[src/rtl/sdio_pkg.sv]
// Shared definitions for the SD host command and data line engines.
// Latency: none (types and constants only).
// Backpressure: not applicable.
package sdio_pkg;

  // Response type field as written by the control block
  typedef enum logic [1:0] {
    RESP_NONE = 2'b00,  // no response expected
    RESP_R1   = 2'b01,  // short, CRC and index checked (R1/R6/R7)
    RESP_R2   = 2'b10,  // long 136-bit, CRC over the CID/CSD body
    RESP_R3   = 2'b11   // short, no CRC or index check
  } resp_type_e;

  // CRC7 generator x^7 + x^3 + 1, leading term implied
  localparam logic [6:0] CRC7_POLY = 7'h09;

  // Frame lengths on the CMD line, start and end bits included
  localparam int CMD_FRAME_LEN  = 48;
  localparam int LONG_FRAME_LEN = 136;

  // Command engine states
  typedef enum logic [2:0] {
    ST_IDLE      = 3'd0,
    ST_TX        = 3'd1,
    ST_WAIT_RESP = 3'd2,
    ST_RX        = 3'd3,
    ST_NCC       = 3'd4,
    ST_DONE      = 3'd5
  } cmd_state_e;

endpackage

[src/rtl/sdio_crc7.sv]
// Serial CRC7 (x^7+x^3+1) accumulator, one data bit per enabled cycle.
// Latency: crc reflects a bit the cycle after it is presented with en.
// Backpressure: none; clr wins over en, value holds while en is low.
module sdio_crc7
  import sdio_pkg::*;
(
  input  logic       sd_clk,
  input  logic       sd_rst,
  input  logic       clr,
  input  logic       en,
  input  logic       din,
  output logic [6:0] crc
);

  logic fb;

  assign fb = din ^ crc[6];

  // LFSR update: shift left, fold the polynomial in when feedback is set
  always_ff @(posedge sd_clk) begin
    if (sd_rst || clr) begin
      crc <= 7'h00;
    end else if (en) begin
      crc <= {crc[5:0], 1'b0} ^ (fb ? CRC7_POLY : 7'h00);
    end
  end

endmodule

[src/rtl/sdio_cmd.sv]
// SD CMD line engine: sends a 48-bit command, receives/checks the response, enforces Ncc.
// Latency: one bit per tx_en/rx_en strobe; cmd_done one cycle after the last Ncc strobe.
// Backpressure: cmd_start ignored while busy; with no strobes every state simply holds.
module sdio_cmd
  import sdio_pkg::*;
#(
  parameter int RESP_TIMEOUT = 64,
  parameter int NCC          = 8
) (
  input  logic         sd_clk,
  input  logic         sd_rst,
  input  logic         tx_en,
  input  logic         rx_en,
  input  logic         cmd_start,
  input  logic [5:0]   cmd_index,
  input  logic [31:0]  cmd_arg,
  input  logic [1:0]   resp_type,
  input  logic         cmd_i,
  output logic         cmd_o,
  output logic         cmd_oe,
  output logic         cmd_busy,
  output logic         cmd_done,
  output logic [119:0] resp,
  output logic         resp_timeout,
  output logic         resp_crc_err,
  output logic         resp_idx_err
);

  localparam int TW = (RESP_TIMEOUT > 1) ? $clog2(RESP_TIMEOUT) : 1;
  localparam int NW = (NCC > 1) ? $clog2(NCC) : 1;
  localparam logic [TW-1:0] TO_LAST  = TW'(RESP_TIMEOUT - 1);
  localparam logic [NW-1:0] NCC_LAST = NW'(NCC - 1);

  // TX bit counter milestones: 40 header/arg bits, 7 CRC bits, end bit, then release
  localparam logic [5:0] TX_CRC_START = 6'd40;
  localparam logic [5:0] TX_END_BIT   = 6'd47;
  localparam logic [5:0] TX_RELEASE   = 6'(CMD_FRAME_LEN);

  // RX bit counter: index of the final (end) bit of each frame type
  localparam logic [7:0] SHORT_LAST = 8'(CMD_FRAME_LEN - 1);
  localparam logic [7:0] LONG_LAST  = 8'(LONG_FRAME_LEN - 1);

  cmd_state_e state, state_nxt;

  logic [5:0]   idx_q;
  resp_type_e   rtype_q;
  logic [39:0]  tx_shift;
  logic [5:0]   tx_cnt;
  logic [7:0]   rx_cnt;
  logic [126:0] rx_shift;
  logic [TW-1:0] wait_cnt;
  logic [NW-1:0] ncc_cnt;

  logic         crc_clr, crc_en, crc_din;
  logic [6:0]   crc_val;
  logic         rx_finish;
  logic         tx_bit;
  logic [2:0]   crc_sel;

  logic         rx_long;
  logic [7:0]   rx_last;
  logic [127:0] rx_frame;
  logic         crc_bad, end_bad, tbit_bad, idx_bad;

  // One CRC engine is shared: TX and RX never overlap in time
  sdio_crc7 u_crc7 (
    .sd_clk (sd_clk),
    .sd_rst (sd_rst),
    .clr    (crc_clr),
    .en     (crc_en),
    .din    (crc_din),
    .crc    (crc_val)
  );

  assign rx_long  = (rtype_q == RESP_R2);
  assign rx_last  = rx_long ? LONG_LAST : SHORT_LAST;
  // Frame as it stands once the bit on cmd_i is taken; bit 0 is the newest
  assign rx_frame = {rx_shift, cmd_i};
  assign crc_bad  = (rx_frame[7:1] != crc_val);
  assign end_bad  = ~rx_frame[0];
  assign tbit_bad = ~rx_long & rx_frame[46];
  assign idx_bad  = (rx_frame[45:40] != idx_q);

  // State register
  always_ff @(posedge sd_clk) begin
    if (sd_rst) begin
      state <= ST_IDLE;
    end else begin
      state <= state_nxt;
    end
  end

  // Next state, CRC steering and status outputs
  always_comb begin
    state_nxt = state;
    crc_clr   = 1'b0;
    crc_en    = 1'b0;
    crc_din   = 1'b0;
    rx_finish = 1'b0;
    cmd_busy  = 1'b0;
    cmd_done  = 1'b0;
    case (state)
      ST_IDLE: begin
        if (cmd_start) begin
          state_nxt = ST_TX;
          crc_clr   = 1'b1;
        end
      end
      ST_TX: begin
        cmd_busy = 1'b1;
        if (tx_en) begin
          if (tx_cnt == TX_RELEASE) begin
            state_nxt = (rtype_q == RESP_NONE) ? ST_NCC : ST_WAIT_RESP;
          end else if (tx_cnt < TX_CRC_START) begin
            crc_en  = 1'b1;
            crc_din = tx_shift[39];
          end
        end
      end
      ST_WAIT_RESP: begin
        cmd_busy = 1'b1;
        if (rx_en) begin
          if (!cmd_i) begin
            // Start bit: it is a zero, so a cleared CRC already accounts for it
            state_nxt = ST_RX;
            crc_clr   = 1'b1;
          end else if (wait_cnt == TO_LAST) begin
            state_nxt = ST_NCC;
          end
        end
      end
      ST_RX: begin
        cmd_busy = 1'b1;
        if (rx_en) begin
          crc_din = cmd_i;
          // Long frames skip the 8-bit header; short frames cover bits 47..8
          crc_en  = rx_long ? ((rx_cnt >= 8'd8) && (rx_cnt < 8'd128)) : (rx_cnt < 8'd40);
          if (rx_cnt == rx_last) begin
            rx_finish = 1'b1;
            state_nxt = ST_NCC;
          end
        end
      end
      ST_NCC: begin
        cmd_busy = 1'b1;
        if (tx_en && (ncc_cnt == NCC_LAST)) begin
          state_nxt = ST_DONE;
        end
      end
      ST_DONE: begin
        cmd_done  = 1'b1;
        state_nxt = ST_IDLE;
      end
      default: state_nxt = ST_IDLE;
    endcase
  end

  // Outgoing bit for the current TX slot: header/arg, then CRC MSB first, then end bit
  always_comb begin
    crc_sel = 3'(6'd46 - tx_cnt);
    tx_bit  = 1'b1;
    if (tx_cnt < TX_CRC_START) begin
      tx_bit = tx_shift[39];
    end else if (tx_cnt < TX_END_BIT) begin
      tx_bit = crc_val[crc_sel];
    end
  end

  // Operand capture, pad drive, bit counters, response and status registers
  always_ff @(posedge sd_clk) begin
    if (sd_rst) begin
      cmd_o        <= 1'b1;
      cmd_oe       <= 1'b0;
      idx_q        <= 6'd0;
      rtype_q      <= RESP_NONE;
      tx_shift     <= 40'd0;
      tx_cnt       <= 6'd0;
      rx_cnt       <= 8'd0;
      rx_shift     <= '0;
      wait_cnt     <= '0;
      ncc_cnt      <= '0;
      resp         <= 120'd0;
      resp_timeout <= 1'b0;
      resp_crc_err <= 1'b0;
      resp_idx_err <= 1'b0;
    end else begin
      case (state)
        ST_IDLE: begin
          if (cmd_start) begin
            idx_q        <= cmd_index;
            rtype_q      <= resp_type_e'(resp_type);
            tx_shift     <= {2'b01, cmd_index, cmd_arg};
            tx_cnt       <= 6'd0;
            wait_cnt     <= '0;
            ncc_cnt      <= '0;
            resp_timeout <= 1'b0;
            resp_crc_err <= 1'b0;
            resp_idx_err <= 1'b0;
          end
        end
        ST_TX: begin
          if (tx_en) begin
            if (tx_cnt == TX_RELEASE) begin
              cmd_oe <= 1'b0;
              cmd_o  <= 1'b1;
            end else begin
              cmd_oe <= 1'b1;
              cmd_o  <= tx_bit;
              tx_cnt <= tx_cnt + 6'd1;
              if (tx_cnt < TX_CRC_START) begin
                tx_shift <= {tx_shift[38:0], 1'b0};
              end
            end
          end
        end
        ST_WAIT_RESP: begin
          if (rx_en) begin
            if (!cmd_i) begin
              rx_shift <= '0;
              rx_cnt   <= 8'd1;
            end else if (wait_cnt == TO_LAST) begin
              resp_timeout <= 1'b1;
            end else begin
              wait_cnt <= wait_cnt + 1'b1;
            end
          end
        end
        ST_RX: begin
          if (rx_en) begin
            rx_shift <= rx_frame[126:0];
            rx_cnt   <= rx_cnt + 8'd1;
            if (rx_finish) begin
              resp         <= rx_long ? rx_frame[127:8] : {82'd0, rx_frame[45:8]};
              resp_crc_err <= (crc_bad && (rtype_q != RESP_R3)) || end_bad || tbit_bad;
              resp_idx_err <= (rtype_q == RESP_R1) && idx_bad;
            end
          end
        end
        ST_NCC: begin
          if (tx_en) begin
            ncc_cnt <= ncc_cnt + 1'b1;
          end
        end
        default: ;
      endcase
    end
  end

endmodule

[config.mk]
export PLATFORM = sky130hd
export DESIGN_NAME = sdio_cmd
export DESIGN_NICKNAME = d
export VERILOG_FILES = /design/src/rtl/sdio_pkg.sv /design/src/rtl/sdio_crc7.sv /design/src/rtl/sdio_cmd.sv
export SDC_FILE = /design/constraint.sdc
export NUM_CORES = 1
export LEC_CHECK = 0
export CORE_ASPECT_RATIO = 0.6
export CORE_MARGIN = 2
export CORE_UTILIZATION = 56
export DETAILED_ROUTE_END_ITERATION = 7
export PLACE_DENSITY = 0.86
export SETUP_SLACK_MARGIN = 0.05
export SYNTH_ARGS = -nofsm -noshare
export SYNTH_HDL_FRONTEND = slang
export SYNTH_SLANG_ARGS = --single-unit
[constraint.sdc]
create_clock -name sd_clk -period 4.48 [get_ports sd_clk]
set_clock_uncertainty 0.15 [all_clocks]
set_input_delay 0.896 -clock sd_clk [delete_from_list [all_inputs] [get_ports sd_clk]]
set_output_delay 0.896 -clock sd_clk [all_outputs]
set_load 0.005 [all_outputs]
# Yosys cells after proc, flatten, opt, wreduce, memory -nomap -nowiden
# Cells that the tools add are included.
[op_classes] n_mux=75 eq_ne=30 n_lt_le_gt_ge=6 bitwise=5 mul=0 n_shift=0 div_mod_pow=0 reduce_logical=26 n_addsub=5
[ops] operator="$mux W127" n=3
[ops] operator="$pmux W127 S2" n=1
[ops] operator="$mux W40" n=4
[ops] operator="$mux W120" n=1
[ops] operator="$pmux W40 S2" n=1
[ops] operator="$mux W3" n=12
[ops] operator="$mux W6" n=6
[ops] operator="$mux W8" n=4
[ops] operator="$ne A2 B2 Y1 const B" n=16
[ops] operator="$mux W1" n=30
[ops] operator="$pmux W6 S2" n=2
[ops] operator="$pmux W8 S2" n=1
[ops] operator="$pmux W3 S5" n=1
[ops] operator="$reduce_and A5 Y1" n=3
[ops] operator="$add A6 B1 Y6 const B" n=2
[ops] operator="$eq A6 B6 Y1 const B" n=2
[ops] operator="$lt A6 B6 Y1 const B" n=2
[ops] operator="$pmux W1 S2" n=6
[ops] operator="$reduce_and A4 Y1" n=3
[ops] operator="$reduce_bool A2 Y1" n=5
[ops] operator="$eq A3 B3 Y1 const B" n=3
[ops] operator="$add A8 B1 Y8 const B" n=1
[ops] operator="$eq A8 B8 Y1" n=1
[ops] operator="$ge A8 B4 Y1 const B" n=1
[ops] operator="27 further kinds" n=36
[word_totals] wordCells=163 rom_bits=0 mem_bits_rw=0 memories=0 latch_bits=0 in_bits=46 reg_bits=333 output_inout_bits=127

# Longest topological paths before layout
# Gate-level depths: netlist (run 1).
[depth] word_depth=9 mapped_depth=9 mapped_depth_nobuf=7

# Cells and area by module
# Synthesis (run 1) repeated with hierarchy kept, for this count alone.
[hier_totals] hier_cells=1377 hier_area_um2=12628.4
[modules_own_cells] module="sdio_cmd" area_per_inst_um2=12351.8 instances=1 cells_each=1349 seq_area_each_um2=6526.3
[modules_own_cells] module="sdio_crc7" area_per_inst_um2=276.5 instances=1 cells_each=28 seq_area_each_um2=140.1

# Worst setup path before layout (run 1)
# OpenSTA, ideal clock, no wires.
[synth_timing] kind="in2reg" start="input port cmd_i" end="register wait_cnt[5]" slack_ps=2128 setup_time_ps=128 path_buffers=1 cell_stages=6 required_ps=4202 arrival_time_ps=2074 path_cell_list="clkbuf_1 -> nand3_1 -> o21bai_1 -> a2111oi_2 -> xnor2_1 -> nor2_1"
[synth_via] elab_chain_len=2
[synth_lines] element="start, declared" line_no="sdio_cmd.sv:18" rtl="input logic cmd_i,"
[synth_lines] element="$ne A2 B2 Y1 (no source line)"
[synth_lines] element="$reduce_and A5 Y1 (no source line)"
[synth_lines] element="end signal, assigned" line_no="sdio_cmd.sv:224" rtl="wait_cnt <= wait_cnt + 1'b1;"
[synth_lines] element="end, declared" line_no="sdio_cmd.sv:51" rtl="logic [TW-1:0] wait_cnt;"
# No other way between the ends.
# A chain may end at the register's enable or synchronous reset.

# Worst setup path after layout (run 1)
[layout_timing] start="register state[0]" end="output port cmd_busy"
[layout_via] elab_chain_len=3
[layout_lines] element="start, declared" line_no="sdio_cmd.sv:43" rtl="cmd_state_e state, state_nxt;"
[layout_lines] element="start signal, assigned" line_no="sdio_cmd.sv:89" rtl="state <= state_nxt;"
[layout_lines] element="$eq A3 B3 Y1 (tied with other cells)" line_no="sdio_cmd.sv:102" rtl="case (state)"
[layout_lines] element="$reduce_or A4 Y1 (no source line) (*)"
[layout_lines] element="$mux W1 (*)" line_no="sdio_cmd.sv:102"
[layout_lines] element="end, declared" line_no="sdio_cmd.sv:21" rtl="output logic cmd_busy,"
# Mark *: on every way between the ends. The rest lies on a longest branch, timed or not.

==> results.md, run 1 <==
* Worst-case setup slack after placement at 934 ps
* Vias in the first global route at 10652
* Sum Neg Setup Slack at 0 ps
* Crit path capture type: output port
* #FFs+latches synth at 333
* Fin worst setup slack at 1100 ps
* CP startpoint kind: register
* Antenna violations before repair at 0
* Post-synthesis compound-gate area fraction at 0.149
* Root buf cell: clkbuf_16
* Effective utilization at floorplan at 0.573
* Post-route antenna net violation count at 0
* Number of top-level design ports at 173
* H-tree depth at 1
* Result of the run: finished clean
* Highest fanout seen on the critical path at 65
* Total of warnings raised by yosys at 0
* Final setup violating endpoints at 0
* Met2 wire len at 14700 µm
* DR WL met3 at 1950 µm
* Rel. slew slack at 0.314
* Dominant synthesized flop cell: dfxtp_1
* Sum of routed wire length over all layers at 32100 µm
* HPWL Detailed at 19600 µm
* Hold/Removal Path Class: register to register
* Final worst path period share at 0.754
* Fmax achieved at 296 MHz
* Setup repair after global routing missed its margin: no
* Dominant combinational cell family by area after synthesis: simple AND/OR/NAND/NOR gates
* Total routing usage reported by global routing at 0.250
* Syn Std Cell Area at 0.0133 mm²
* Share of flip-flops with an asynchronous set or reset at 0
* Maximum clock path buffer count at 3
* Most used cells in the layout excluding fill and tap cells: dfxtp_1 (332), nand2_1 (319), a21oi_1 (262)
* Fraction of final layout cells with drive strength greater than 1 at 0.0629
* Instance area after placement at 0.0150 mm²
* Die Y at 123 µm
* Top post-synthesis cells by area: dfxtp_1 (50%), a21oi_1 (9.9%), nand2_1 (9.0%), nand3_1 (7.9%), mux2i_1 (3.7%)
* Highest signal layer in the routed design: met4
* Drt pass-1 iters at 5
* VDD IR max at 0.302 mV
* EDFF count, synth at 0
* TritonCTS clock tree: done
* Most common cell after layout, fill and taps aside: dfxtp_1
* Number of buffers inserted during clock tree synthesis at 28
* Worst setup path class: register to output port
* Sequential element share of the synthesized area at 0.502
* Clock transition time at the flip-flop clock pins of the worst setup and hold paths at 70 ps
* Via density per instance at 5.75
* Transition at the pin with the smallest max-transition slack at 1030 ps
* Largest net degree at the start of global routing at 157
* DRC at 0
* Die area at 0.0250 mm²
* Xor and xnor fraction of the mapped netlist area at 0.0211
* Fraction of synthesized cell area taken by the top area cell type at 0.502
* Count of hold-fix buffers inserted at cts at 0
* Routed length on met1 at 15000 µm
* Via Count at 11500
* Post-route cell area at 0.0159 mm²
* Period minus WS final at 3380 ps
* GP Congestion at 0.837
* Count of port buffers added during placement at 172
* Average wire per standard cell at 16.1 µm
* Multiplexer share of the synthesized area at 0.0386
* Clock insertion delay at the later pin of the skew report at 540 ps
* Growth of design area from synthesis to finish at 20.0%
* Final count of hold timing violations at 0
* Adder-cell share of the synthesized area at 0.00659
* Cell accounting for the most synthesized area: dfxtp_1
* Post-cts resize count at 0
* Cell count after synthesis at 1587
* Net count after synthesis at 1640
* Post-Synth Simple-Gate Area at 0.230
* Total gr overflow at 0
* Final nets at 1716
* Antenna fix cells at 0
* WP data required at 3430 ps
* Post-synthesis average cell area at 8.37 µm²
* Post-CTS repair timing setup buffer count at 0
* Count of cell types in the netlist at 59
* Die width at 203 µm
* Power density over the cells at 437 mW/mm²
* Drt first-iter violations at 1156
* Arrival time at the worst endpoint at 2330 ps
* Number of violations of the max-capacitance limit at 0
* Max-slew violation total from the final report at 0
* Clock tree sinks at 333
* Row count at 43
* Leakage dissipation at 0.00518 µW
* Global-route wire length before repair at 52500 µm
* Area of the core region at 0.0232 mm²
cells by family after synthesis:
family,after synthesis
buffers and inverters,147
DFF,333
xor gates and xnor gates,32
muxes,50
AOI/OAI and AO/OA,349
and+or+nand+nor,669
adders and majority gates,7
flip-flops by register name, summed over array words and instances (netlist names):
signal and cells:
cmd_o 1, cmd_oe 1, idx_q 6, ncc_cnt 3, resp 120, resp_crc_err 1, resp_idx_err 1, resp_timeout 1
rtype_q 2, rx_cnt 8, rx_shift 127, state 3, tx_cnt 6, tx_shift 40, u_crc7.crc 7, wait_cnt 6
report_power, final:
| group | leakage, µW | total, µW | internal [µW] | switching, µW |
|---|---|---|---|---|
| registers | 0.00269 | 3290 | 3110 | 177 |
| logic | 0.00202 | 1140 | 432 | 705 |
| clock network | 0.000467 | 2540 | 1460 | 1080 |
| total | 0.00518 | 6960 | 5000 | 1970 |
cells in the mapped netlist, drive strengths merged (6+ instances only):
master,instances
a211oi,44
ha,7
inv,7
nand4,8
o21ai,12
buf,57
a21oi,270
nand3,228
nor2,74
dfxtp,333
clkbuf,82
nor3,6
nand2,319
xor2,18
mux2i,49
xnor2,14
area by class of cell:
class	count	area (µm²)
Fill cell	1837	7250
Sequential cell	333	6670
Multi-Input combinational cell	1107	5960
Timing Repair Buffer	185	1910
Clock buffer	38	820
Tap cell	315	394
Clock inverter	13	153
Inverter	8	30.0
stage by stage:
step / instances / utilization / power [µW] / hold slack, ps
6_report: 1999 / 0.688 / 6960 / 302
5_1_grt: 1999 / 0.688 / 7230 / 320
4_1_cts: 1999 / 0.688 / 6980 / 302
3_5_place_dp: 1948 / 0.646 / 4470 / 292
3_3_place_gp: 1948 / 0.646 / 4430 / 289
2_1_floorplan: 1587 / - / 4190 / 282
path summary, 6_finish.rpt:
kind / cells past startpoint / slack (ps) / to / startpoint
worst max register to register: 6 / 1420 / resp[116] / state[2]
worst min register to register: 2 / 300 / resp[44] / resp[44]
worst max-delay path: 3 / 1100 / cmd_busy / state[0]
worst min-delay path: 2 / 300 / resp[44] / resp[44]
layer usage:
metal | vias to the layer above | GRT usage
met5 | - | 0
met4 | 0 | 0.0529
met3 | 34 | 0.0353
met2 | 376 | 0.409
met1 | 5489 | 0.357
li1 | 5601 | -
critical path, stage by stage (launching register included):
cell and delay, ps:
dfxtp_4 790, nor2_1 250, xnor2_1 210, clkdlybuf4s50_1 540
Note: power is estimated with default switching activity, not from simulation.
==> run 2: changes to the inputs <==
CORE_UTILIZATION = 50   (was 56)
PLACE_DENSITY = 0.81   (was 0.86)
clock period = 2.7 ns   (was 4.48 ns; I/O delays follow)
==> results.md, run 2 (synthesis gave the netlist of run 1 again) <==
* Transition at the pin with the smallest max-transition slack at 1050 ps
* Number of top-level design ports at 173
* Placed cell count at 2010
* Final worst path period share at 0.938
* Drt pass-1 iters at 5
* Antenna violations before repair at 0
* Total gr overflow at 0
* Terminus of the critical flop-to-flop path: cmd_o
* Setup repair after global routing missed its margin: no
* WP data required at 2010 ps
* Die area at 0.0279 mm²
* Rel. slew slack at 0.302
* Hold/Removal Path Class: input port to register
* Source of the worst hold timing path: sd_rst
* Sum Neg Setup Slack at 0 ps
* Maximum clock path buffer count at 3
* Arrival time at the worst endpoint at 1840 ps
* Logic depth of the worst register-to-register path at 6
* Via Count at 11380
* Share of total power in the clock network at 0.376
* Launch point of the worst reg-to-reg path: tx_cnt[0]
* Growth of design area from synthesis to finish at 22.2%
* HPWL Detailed at 20200 µm
* Worst setup path class: register to output port
* Register-to-register path setup slack at 390 ps
* Switching power share of the total at 0.281
* Total routing usage reported by global routing at 0.225
* Final nets at 1735
* CP startpoint kind: register
* Fraction of power consumed by combinational cells at 0.173
* Sum of routed wire length over all layers at 32400 µm
* GP Congestion at 0.890
* Largest registers: rx_shift: 127 flops, resp: 120 flops, tx_shift: 40 flops
* Layout Cells excl Fill at 2065
* Number of buffers inserted during clock tree synthesis at 30
* Clock transition time at the flip-flop clock pins of the worst setup and hold paths at 70 ps
* Period minus WS final at 2530 ps
* Highest fanout seen on the critical path at 14
* TritonCTS clock tree: done
* Via density per instance at 5.51
* Leakage dissipation at 0.00533 µW
* Clock insertion delay at the later pin of the skew report at 560 ps
* Average wire per standard cell at 15.7 µm
* Register bank with the most flops: rx_shift
* Most common cell after layout, fill and taps aside: dfxtp_1
* Final setup violating endpoints at 0
* Crit path capture type: output port
* Effective utilization at floorplan at 0.506
* Seq pwr share at 0.451
* Post-route antenna net violation count at 0
* Hold path depth at 2
* Fmax achieved at 395 MHz
* Power density over the cells at 730 mW/mm²
* Final Power at 11900 µW
* Max reg flops at 127
* Vias in the first global route at 10380
* Worst Hold Endpoint: tx_shift[38]
* Count of port buffers added during placement at 172
* Number of violations of the max-capacitance limit at 0
* Result of the run: finished clean
* Most used cells in the layout excluding fill and tap cells: dfxtp_1 (330), nand2_1 (319), a21oi_1 (262)
* Net switching component of the power at 3330 µW
* Global-route wire length before repair at 53000 µm
* Internal power at 8530 µW
* Root buf cell: clkbuf_16
* Largest net degree at the start of global routing at 148
* Die width at 214 µm
* Max-slew violation total from the final report at 0
* Final count of hold timing violations at 0
* Drt first-iter violations at 966
* Fraction of final layout cells with drive strength greater than 1 at 0.0745
* Row count at 46
* Hold Worst Slack at 232 ps
* Count of hold-fix buffers inserted at cts at 0
* Antenna fix cells at 0
* H-tree depth at 1
* Area of the core region at 0.0262 mm²
* Clock tree sinks at 333
* DRC at 0
* VDD IR max at 0.452 mV
* Die Y at 130 µm
-- run 2: changes by cell type in the layout (fill, tap and decap cells not counted), moves of 2 or more --
cell	previous run	this run
buf_12	7	10
buf_4	6	20
clkbuf_1	3	5
clkbuf_16	29	31
clkbuf_8	6	8
clkinv_2	5	7
clkinvlp_4	5	1
dfxtp_1	332	330
-- run 2: per-stage QoR --
step	setup WS [ps]	area, µm²	utilization
2_1_floorplan	685	13300	-
3_3_place_gp	145	15200	0.579
3_5_place_dp	95.5	15200	0.579
4_1_cts	49.5	16200	0.618
5_1_grt	133	16200	0.619
6_report	167	16200	0.619
-- run 2: final cells by class --
cell class	instances	area (µm²)
Multi-Input combinational cell	1107	5960
Fill cell	2246	10000
Clock inverter	11	133
Sequential cell	333	6680
Tap cell	360	450
Clock buffer	44	905
Inverter	8	30.0
Timing Repair Buffer	202	2080
-- run 2: worst max path at each step --
stage	startpoint	to	slack, ps	depth (start not counted)
5_1_grt	state[1]	cmd_busy	130	3
3_3_place_gp	cmd_i	rx_shift[74]	150	6
4_1_cts	state[1]	cmd_busy	50	3
2_1_floorplan	tx_cnt[0]	cmd_o	680	6
3_5_place_dp	cmd_i	rx_shift[90]	100	6
6_report	state[0]	cmd_busy	170	3
-- run 2: routing by layer --
metal / global-route usage / share of wire / vias up
li1: - / - / 5632
met1: 0.323 / 0.48 / 5393
met2: 0.355 / 0.45 / 303
met3: 0.0380 / 0.053 / 52
met4: 0.0535 / 0.020 / 0
met5: 0 / 0 / -
-- run 2: power by group through the flow --
| stage | clock, µW | combinational (µW) | sequential, µW |
|---|---|---|---|
| after CTS | 4530 | 2040 | 5350 |
| after floorplan | 0 | 1580 | 5370 |
| after global placement | 0 | 1980 | 5440 |
| final | 4460 | 2050 | 5350 |
| after detailed placement | 0 | 2030 | 5450 |
| after global routing | 4730 | 2270 | 5380 |
-- run 2: repair_timing --
| action | CTS | global route |
|---|---|---|
| cloned | 0 | 0 |
| buffers inserted | 0 | 0 |
| resized for setup | 2 | 1 |
| endpoints found under the setup margin | 2 | 1 |
-- run 2: critical path, cell delays in order (launching register included) --
cell and delay, ps:
dfxtp_4 400, nor2_1 180, xnor2_1 160, clkdlybuf4s50_1 540
==> run 3: changes to the inputs <==
SLEW_MARGIN = 10   (was default)
==> results of run 3 <==
Same layout as run 2: the final DEF is identical, and so are final timing and power.
